## config.mk

```make
export PLATFORM = sky130hd
export DESIGN_NAME = axi_reg_slice
export DESIGN_NICKNAME = d
export VERILOG_FILES = /design/src/rtl/axi_reg_slice.sv
export SDC_FILE = /design/constraint.sdc
export NUM_CORES = 1
export LEC_CHECK = 0
export CELL_PAD_IN_SITES_DETAIL_PLACEMENT = 1
export CELL_PAD_IN_SITES_GLOBAL_PLACEMENT = 1
export CORE_AREA = 4 4 272 274
export CTS_CLUSTER_SIZE = 28
export DETAILED_ROUTE_END_ITERATION = 10
export DIE_AREA = 0 0 276 278
export PLACE_DENSITY = 0.72
export SLEW_MARGIN = 20
export SYNTH_ARGS = -nofsm -noshare
export SYNTH_HDL_FRONTEND = slang
export SYNTH_SLANG_ARGS = --single-unit
```

## constraint.sdc

```tcl
create_clock -name aclk -period 1.7 [get_ports aclk]
set_clock_uncertainty 0.05 [all_clocks]
set_input_delay 0.34 -clock aclk [delete_from_list [all_inputs] [get_ports aclk]]
set_output_delay 0.34 -clock aclk [all_outputs]
set_load 0.02 [all_outputs]
```

## src/rtl/axi_reg_slice.sv

```systemverilog
// Five-channel AXI4 register slice: each channel gets its own bypass, 2-entry skid
// or 1-entry register stage, selected by parameter.

module axi_reg_slice_stage #(
    parameter int WIDTH = 1,
    parameter int MODE  = 1
) (
    input  logic             clk,
    input  logic             rst,
    input  logic [WIDTH-1:0] in_data,
    input  logic             in_valid,
    output logic             in_ready,
    output logic [WIDTH-1:0] out_data,
    output logic             out_valid,
    input  logic             out_ready
);
    // state | meaning
    // EMPTY | nothing buffered, main and skid free
    // ONE   | main holds the beat on the output, skid free
    // FULL  | main and skid both hold beats, input stalled
    if (MODE == 0) begin : g_bypass
        logic unused_clk_rst;
        assign unused_clk_rst = clk ^ rst;
        assign out_data  = in_data;
        assign out_valid = in_valid;
        assign in_ready  = out_ready;
    end else if (MODE == 1) begin : g_full
        typedef enum logic [1:0] {EMPTY, ONE, FULL} state_t;
        state_t           state;
        logic [WIDTH-1:0] main_q, skid_q;
        logic             rdy_q, vld_q, push, pop;

        assign push      = in_valid & rdy_q;
        assign pop       = vld_q & out_ready;
        assign in_ready  = rdy_q;
        assign out_valid = vld_q;
        assign out_data  = main_q;

        always_ff @(posedge clk) begin
            if (rst) begin
                state  <= EMPTY;
                main_q <= '0;
                skid_q <= '0;
                rdy_q  <= 1'b0;
                vld_q  <= 1'b0;
            end else begin
                case (state)
                    EMPTY: begin
                        rdy_q <= 1'b1;
                        if (push) begin
                            main_q <= in_data;
                            vld_q  <= 1'b1;
                            state  <= ONE;
                        end
                    end
                    ONE: begin
                        if (push && !pop) begin
                            skid_q <= in_data;
                            rdy_q  <= 1'b0;
                            state  <= FULL;
                        end else if (pop && !push) begin
                            vld_q <= 1'b0;
                            state <= EMPTY;
                        end else if (push) begin
                            main_q <= in_data;
                        end
                    end
                    FULL: begin
                        if (pop) begin
                            main_q <= skid_q;
                            rdy_q  <= 1'b1;
                            state  <= ONE;
                        end
                    end
                    default: begin
                        rdy_q <= 1'b0;
                        vld_q <= 1'b0;
                        state <= EMPTY;
                    end
                endcase
            end
        end
    end else begin : g_light
        logic [WIDTH-1:0] data_q;
        logic             rdy_q, vld_q;

        assign in_ready  = rdy_q;
        assign out_valid = vld_q;
        assign out_data  = data_q;

        // rdy_q tracks !vld_q but stays low through reset
        always_ff @(posedge clk) begin
            if (rst) begin
                data_q <= '0;
                rdy_q  <= 1'b0;
                vld_q  <= 1'b0;
            end else if (in_valid && rdy_q) begin
                data_q <= in_data;
                vld_q  <= 1'b1;
                rdy_q  <= 1'b0;
            end else if (vld_q && out_ready) begin
                vld_q <= 1'b0;
                rdy_q <= 1'b1;
            end else begin
                rdy_q <= !vld_q;
            end
        end
    end
endmodule

module axi_reg_slice #(
    parameter int ID_W    = 4,
    parameter int ADDR_W  = 32,
    parameter int DATA_W  = 64,
    parameter int USER_W  = 1,
    parameter int AW_MODE = 1,
    parameter int W_MODE  = 1,
    parameter int B_MODE  = 1,
    parameter int AR_MODE = 1,
    parameter int R_MODE  = 1
) (
    input  logic                aclk,
    input  logic                areset,
    input  logic [ID_W-1:0]     s_awid,
    input  logic [ADDR_W-1:0]   s_awaddr,
    input  logic [7:0]          s_awlen,
    input  logic [2:0]          s_awsize,
    input  logic [1:0]          s_awburst,
    input  logic                s_awlock,
    input  logic [3:0]          s_awcache,
    input  logic [2:0]          s_awprot,
    input  logic [3:0]          s_awqos,
    input  logic [3:0]          s_awregion,
    input  logic [USER_W-1:0]   s_awuser,
    input  logic                s_awvalid,
    output logic                s_awready,
    output logic [ID_W-1:0]     m_awid,
    output logic [ADDR_W-1:0]   m_awaddr,
    output logic [7:0]          m_awlen,
    output logic [2:0]          m_awsize,
    output logic [1:0]          m_awburst,
    output logic                m_awlock,
    output logic [3:0]          m_awcache,
    output logic [2:0]          m_awprot,
    output logic [3:0]          m_awqos,
    output logic [3:0]          m_awregion,
    output logic [USER_W-1:0]   m_awuser,
    output logic                m_awvalid,
    input  logic                m_awready,
    input  logic [DATA_W-1:0]   s_wdata,
    input  logic [DATA_W/8-1:0] s_wstrb,
    input  logic                s_wlast,
    input  logic [USER_W-1:0]   s_wuser,
    input  logic                s_wvalid,
    output logic                s_wready,
    output logic [DATA_W-1:0]   m_wdata,
    output logic [DATA_W/8-1:0] m_wstrb,
    output logic                m_wlast,
    output logic [USER_W-1:0]   m_wuser,
    output logic                m_wvalid,
    input  logic                m_wready,
    input  logic [ID_W-1:0]     m_bid,
    input  logic [1:0]          m_bresp,
    input  logic [USER_W-1:0]   m_buser,
    input  logic                m_bvalid,
    output logic                m_bready,
    output logic [ID_W-1:0]     s_bid,
    output logic [1:0]          s_bresp,
    output logic [USER_W-1:0]   s_buser,
    output logic                s_bvalid,
    input  logic                s_bready,
    input  logic [ID_W-1:0]     s_arid,
    input  logic [ADDR_W-1:0]   s_araddr,
    input  logic [7:0]          s_arlen,
    input  logic [2:0]          s_arsize,
    input  logic [1:0]          s_arburst,
    input  logic                s_arlock,
    input  logic [3:0]          s_arcache,
    input  logic [2:0]          s_arprot,
    input  logic [3:0]          s_arqos,
    input  logic [3:0]          s_arregion,
    input  logic [USER_W-1:0]   s_aruser,
    input  logic                s_arvalid,
    output logic                s_arready,
    output logic [ID_W-1:0]     m_arid,
    output logic [ADDR_W-1:0]   m_araddr,
    output logic [7:0]          m_arlen,
    output logic [2:0]          m_arsize,
    output logic [1:0]          m_arburst,
    output logic                m_arlock,
    output logic [3:0]          m_arcache,
    output logic [2:0]          m_arprot,
    output logic [3:0]          m_arqos,
    output logic [3:0]          m_arregion,
    output logic [USER_W-1:0]   m_aruser,
    output logic                m_arvalid,
    input  logic                m_arready,
    input  logic [ID_W-1:0]     m_rid,
    input  logic [DATA_W-1:0]   m_rdata,
    input  logic [1:0]          m_rresp,
    input  logic                m_rlast,
    input  logic [USER_W-1:0]   m_ruser,
    input  logic                m_rvalid,
    output logic                m_rready,
    output logic [ID_W-1:0]     s_rid,
    output logic [DATA_W-1:0]   s_rdata,
    output logic [1:0]          s_rresp,
    output logic                s_rlast,
    output logic [USER_W-1:0]   s_ruser,
    output logic                s_rvalid,
    input  logic                s_rready
);
    localparam int AX_PW = ID_W + ADDR_W + USER_W + 29;
    localparam int W_PW  = DATA_W + DATA_W/8 + 1 + USER_W;
    localparam int B_PW  = ID_W + 2 + USER_W;
    localparam int R_PW  = ID_W + DATA_W + 3 + USER_W;

    logic [AX_PW-1:0] aw_out, ar_out;
    logic [W_PW-1:0]  w_out;
    logic [B_PW-1:0]  b_out;
    logic [R_PW-1:0]  r_out;

    axi_reg_slice_stage #(.WIDTH(AX_PW), .MODE(AW_MODE)) u_aw (
        .clk(aclk), .rst(areset),
        .in_data({s_awid, s_awaddr, s_awlen, s_awsize, s_awburst, s_awlock,
                  s_awcache, s_awprot, s_awqos, s_awregion, s_awuser}),
        .in_valid(s_awvalid), .in_ready(s_awready),
        .out_data(aw_out), .out_valid(m_awvalid), .out_ready(m_awready));
    assign {m_awid, m_awaddr, m_awlen, m_awsize, m_awburst, m_awlock,
            m_awcache, m_awprot, m_awqos, m_awregion, m_awuser} = aw_out;

    axi_reg_slice_stage #(.WIDTH(W_PW), .MODE(W_MODE)) u_w (
        .clk(aclk), .rst(areset),
        .in_data({s_wdata, s_wstrb, s_wlast, s_wuser}),
        .in_valid(s_wvalid), .in_ready(s_wready),
        .out_data(w_out), .out_valid(m_wvalid), .out_ready(m_wready));
    assign {m_wdata, m_wstrb, m_wlast, m_wuser} = w_out;

    axi_reg_slice_stage #(.WIDTH(B_PW), .MODE(B_MODE)) u_b (
        .clk(aclk), .rst(areset),
        .in_data({m_bid, m_bresp, m_buser}),
        .in_valid(m_bvalid), .in_ready(m_bready),
        .out_data(b_out), .out_valid(s_bvalid), .out_ready(s_bready));
    assign {s_bid, s_bresp, s_buser} = b_out;

    axi_reg_slice_stage #(.WIDTH(AX_PW), .MODE(AR_MODE)) u_ar (
        .clk(aclk), .rst(areset),
        .in_data({s_arid, s_araddr, s_arlen, s_arsize, s_arburst, s_arlock,
                  s_arcache, s_arprot, s_arqos, s_arregion, s_aruser}),
        .in_valid(s_arvalid), .in_ready(s_arready),
        .out_data(ar_out), .out_valid(m_arvalid), .out_ready(m_arready));
    assign {m_arid, m_araddr, m_arlen, m_arsize, m_arburst, m_arlock,
            m_arcache, m_arprot, m_arqos, m_arregion, m_aruser} = ar_out;

    axi_reg_slice_stage #(.WIDTH(R_PW), .MODE(R_MODE)) u_r (
        .clk(aclk), .rst(areset),
        .in_data({m_rid, m_rdata, m_rresp, m_rlast, m_ruser}),
        .in_valid(m_rvalid), .in_ready(m_rready),
        .out_data(r_out), .out_valid(s_rvalid), .out_ready(s_rready));
    assign {s_rid, s_rdata, s_rresp, s_rlast, s_ruser} = r_out;
endmodule

```

==> flow_metrics.py <==
metrics = {
    "layout": {
        "drive_above_1_share_pct": 22.8,
        "final.fill_count": 7968,
        "fin_util_pct": 48.4,
        "nets": 3585,
        "fin_area_sq_mm": 0.0346,
        "syn2layout_area_growth_pct": 47.5,
        "multi_input_comb_area_sq_mm": 0.0111,
        "regArea_sq_mm": 0.0119,
    },
    "die": {
        "core_region_area_sq_mm": 0.0714,
        "initial_utilization_pct": 32.8,
        "die_x_um": 276,
        "pin_count": 592,
        "die_h_um": 278,
        "die_area_sq_mm": 0.0767,
        "rows": 98,
    },
    "setup_path": {
        "r2r-end": "u_w.out_data[70]",
        "critical_path.endpoint_type": "flip-flop",
        "crit_required_ns": 2.16,
        "worstReg2RegStart": "u_w.g_full.state[0]",
        "critical_path.max_fanout": 12,
        "r2r_slack_ns": 0.006,
        "start_kind": "flip-flop",
        "worstPathArrival_ns": 2.16,
        "r2r_cells": 7,
        "worstSetupPathType": "reg2reg",
    },
    "grt": {
        "grt_max_degree": 61,
        "grt_pass1_vias": 23291,
        "grt_pass1_wl_mm": 132,
        "antenna_found_initial": 20,
        "grt_use_total_pct": 21.1,
        "gr-total-overflow": 0,
    },
    "placed_design": {
        "place.gp.congestion": 0.826,
        "dp_hpwl_mm": 60.5,
        "numPortBuffers": 591,
        "dpl_cell_area_sq_mm": 0.0315,
    },
    "clock_network": {
        "max-clock-path-buffers": 3,
        "cts_tree": "built",
        "root_buffer": "clkbuf_16",
        "clk_latency_ns": 0.61,
        "cts_buffers": 67,
        "clock_sinks": 590,
        "cts_htree_levels": 3,
        "path_clk_slew_ns": 0.06,
    },
    "pwr": {
        "ir_drop_mv": 0.619,
        "p_per_area_mw_per_mm2": 1080,
        "leakage_nw": 12.0,
    },
    "sta": {
        "min_period_ns": 1.69,
        "worst_pin_slew_ns": 0.487,
        "fmaxAchievable_ghz": 0.590,
        "min_period_over_period_pct": 99.7,
        "setup_viol": 0,
        "finalSetupTns_ns": 0,
        "final-hold-violation-count": 0,
        "rsz0062_at_grt": "true",
        "slew_viol_final": 0,
        "slew_headroom_pct": 67.5,
    },
    "drt": {
        "via_per_inst": 5.06,
        "ant_nets": 0,
        "dr.first_iter.drc_count": 879,
        "wirelength_mm": 87.5,
        "via_count": 21757,
        "route.detailed.drc": 0,
        "firstDrtPassIters": 5,
        "post_drt_wl_per_cell_um": 20.4,
    },
    "synth": {
        "yosysWarnings": 0,
        "syn_inst": 2639,
        "postSynthNetCount": 2936,
        "ys_seq_area_share_pct": 50.4,
        "synth_async_sr_flop_share_pct": 0,
        "ys_seq_elements": 590,
        "syn_area_sq_mm": 0.0234,
        "synth_edf_count": 0,
        "netlist-cell-type-count": 40,
        "syn_avg_cell_area_sq_um": 8.88,
        "ys.flop_type": "dfxtp_1",
    },
    "job": {
        "drv.max_cap_violation_count": 0,
    },
    "hold_path": {
        "hold_class": "in2reg",
        "whs_path_depth": 3,
        "min_to": "u_w.g_full.skid_q[13]",
        "hp-start": "s_wdata[3]",
    },
    "run_status": {
        "outcome": "finished clean",
    },
}
state kept, by name (all words and copies together), names as in the netlist, 7 cells and up:
name	count
u_b.out_data	7
u_r.g_full.skid_q	72
u_w.out_data	74
u_ar.g_full.skid_q	66
u_w.g_full.skid_q	74
u_b.g_full.skid_q	7
u_aw.out_data	66
u_ar.out_data	66
u_aw.g_full.skid_q	66
u_r.out_data	72
synth_stat cells, types with 2 or more instances:
master | number | area [sq um]
o21ai_0 | 3 | 15.0
a21boi_2 | 3 | 33.8
nor2b_1 | 5 | 31.3
nand3b_1 | 5 | 37.5
a211oi_2 | 27 | 338
and2_1 | 3 | 18.8
and3b_1 | 5 | 43.8
nor2_1 | 300 | 1130
nand3_1 | 3 | 15.0
o32ai_4 | 2 | 55.1
dfxtp_1 | 590 | 11800
o22ai_1 | 4 | 25.0
a21oi_1 | 301 | 1510
mux2i_1 | 292 | 2920
o21bai_1 | 2 | 15.0
a31oi_1 | 4 | 25.0
buf_6 | 11 | 124
buf_4 | 10 | 75.1
clkbuf_1 | 101 | 379
buf_1 | 2 | 7.51
buf_2 | 98 | 490
inv_1 | 4 | 15.0
nand2_1 | 582 | 2180
or3_1 | 3 | 18.8
nand2b_1 | 3 | 18.8
a211oi_1 | 259 | 1940
o31ai_1 | 3 | 22.5
o32ai_2 | 2 | 32.5
kinds of logic (layout without fill, tap and decap cells):
| family | Yosys count | after routing | synth area share (%) |
|---|---|---|---|
| AO/OA/AOI/OAI | 615 | 615 | 17.3 |
| buffers and inverters | 227 | 927 | 4.68 |
| flip-flops | 590 | 590 | 50.4 |
| multiplexers | 292 | 292 | 12.5 |
| other | 0 | 11 | 0 |
| AND/OR/NAND/NOR | 915 | 915 | 15.1 |
area by class of cell:
type | count | share of cell area (%)
Multi-Input combinational cell | 1822 | 32.1
Tap cell | 950 | 3.44
Antenna cell | 11 | 0.0797
Clock inverter | 24 | 0.760
Sequential cell | 590 | 34.3
Timing Repair Buffer | 803 | 23.5
Inverter | 4 | 0.0435
Clock buffer | 96 | 5.78
cell usage in the layout (no fill, tap or decap), types with 5 or more instances in the layout:
cell type	Yosys	final
nand2_1	582	576
dfxtp_1	590	570
a21oi_1	301	301
nor2_1	300	298
clkdlybuf4s50_1	0	295
mux2i_1	292	288
a211oi_1	259	173
buf_4	10	121
clkdlybuf4s15_2	0	119
a211oi_2	27	111
clkbuf_16	0	81
buf_2	98	79
clkbuf_2	1	66
buf_12	0	55
clkdlybuf4s15_1	0	23
clkbuf_8	0	17
buf_6	11	16
clkinv_2	0	13
dfxtp_2	0	13
diode_2	0	11
buf_16	0	11
clkbuf_1	101	10
dfxtp_4	0	7
nand2_2	0	6
and3b_1	5	5
nand3b_1	5	5
critical path, stage by stage, from the launching register on:
cell,delay (ns)
dfxtp_4,0.36
a21boi_4,0.15
o32ai_4,0.27
buf_12,0.14
buf_6,0.16
buf_12,0.15
nor2_1,0.07
a211oi_2,0.25
metal layers:
layer | global-route usage [%] | part of all wire (%) | up-vias
met4 | 8.29 | 3.7 | 14
met5 | 0 | 0.10 | -
met2 | 37.7 | 50 | 529
met1 | 23.3 | 39 | 10634
li1 | - | - | 10400
met3 | 6.95 | 6.6 | 180
what timing repair did:
action	in CTS	in global routing
endpoints found under the hold margin	0	1
hold buffers	0	1
cloned	7	12
resized for setup	862	272
pin swaps	8	35
buffers inserted	6	20
endpoints found under the setup margin	347	402
power breakdown:
| part | total (mW) | internal, mW | switching [mW] | leakage [nW] |
|---|---|---|---|---|
| sequential | 15.4 | 14.8 | 0.657 | 4.82 |
| combinational | 7.30 | 3.33 | 3.97 | 6.10 |
| clock | 14.7 | 8.59 | 6.12 | 1.12 |
| total | 37.4 | 26.7 | 10.7 | 12.0 |
worst max-delay path by stage:
stage	startpoint	end	slack, ns	cells after the start
finish	u_w.g_full.state[0]	u_w.out_data[70]	0.006	7
global placement	m_rvalid	u_r.out_data[19]	-0.39	7
detailed placement	m_rvalid	u_r.out_data[67]	-0.49	7
global route	u_w.g_full.state[0]	u_w.out_data[70]	-0.05	7
CTS	u_ar.g_full.state[1]	u_ar.out_data[37]	-0.10	6
floorplan	u_aw.out_valid	u_aw.out_data[45]	0.01	5
through the flow:
step                setup WS, ns  hold WS [ns]  total power [mW]  instances
detailed placement        -0.492         0.397              22.7       4125
floorplan                 0.0111         0.386              18.9       2639
CTS                       -0.102       0.00133              37.5       4258
global route             -0.0541         0.213              39.1       4293
finish                   0.00555         0.261              37.4       4300
global placement          -0.390         0.388              22.5       4125
No activity file was read; power rests on OpenSTA's default activity.
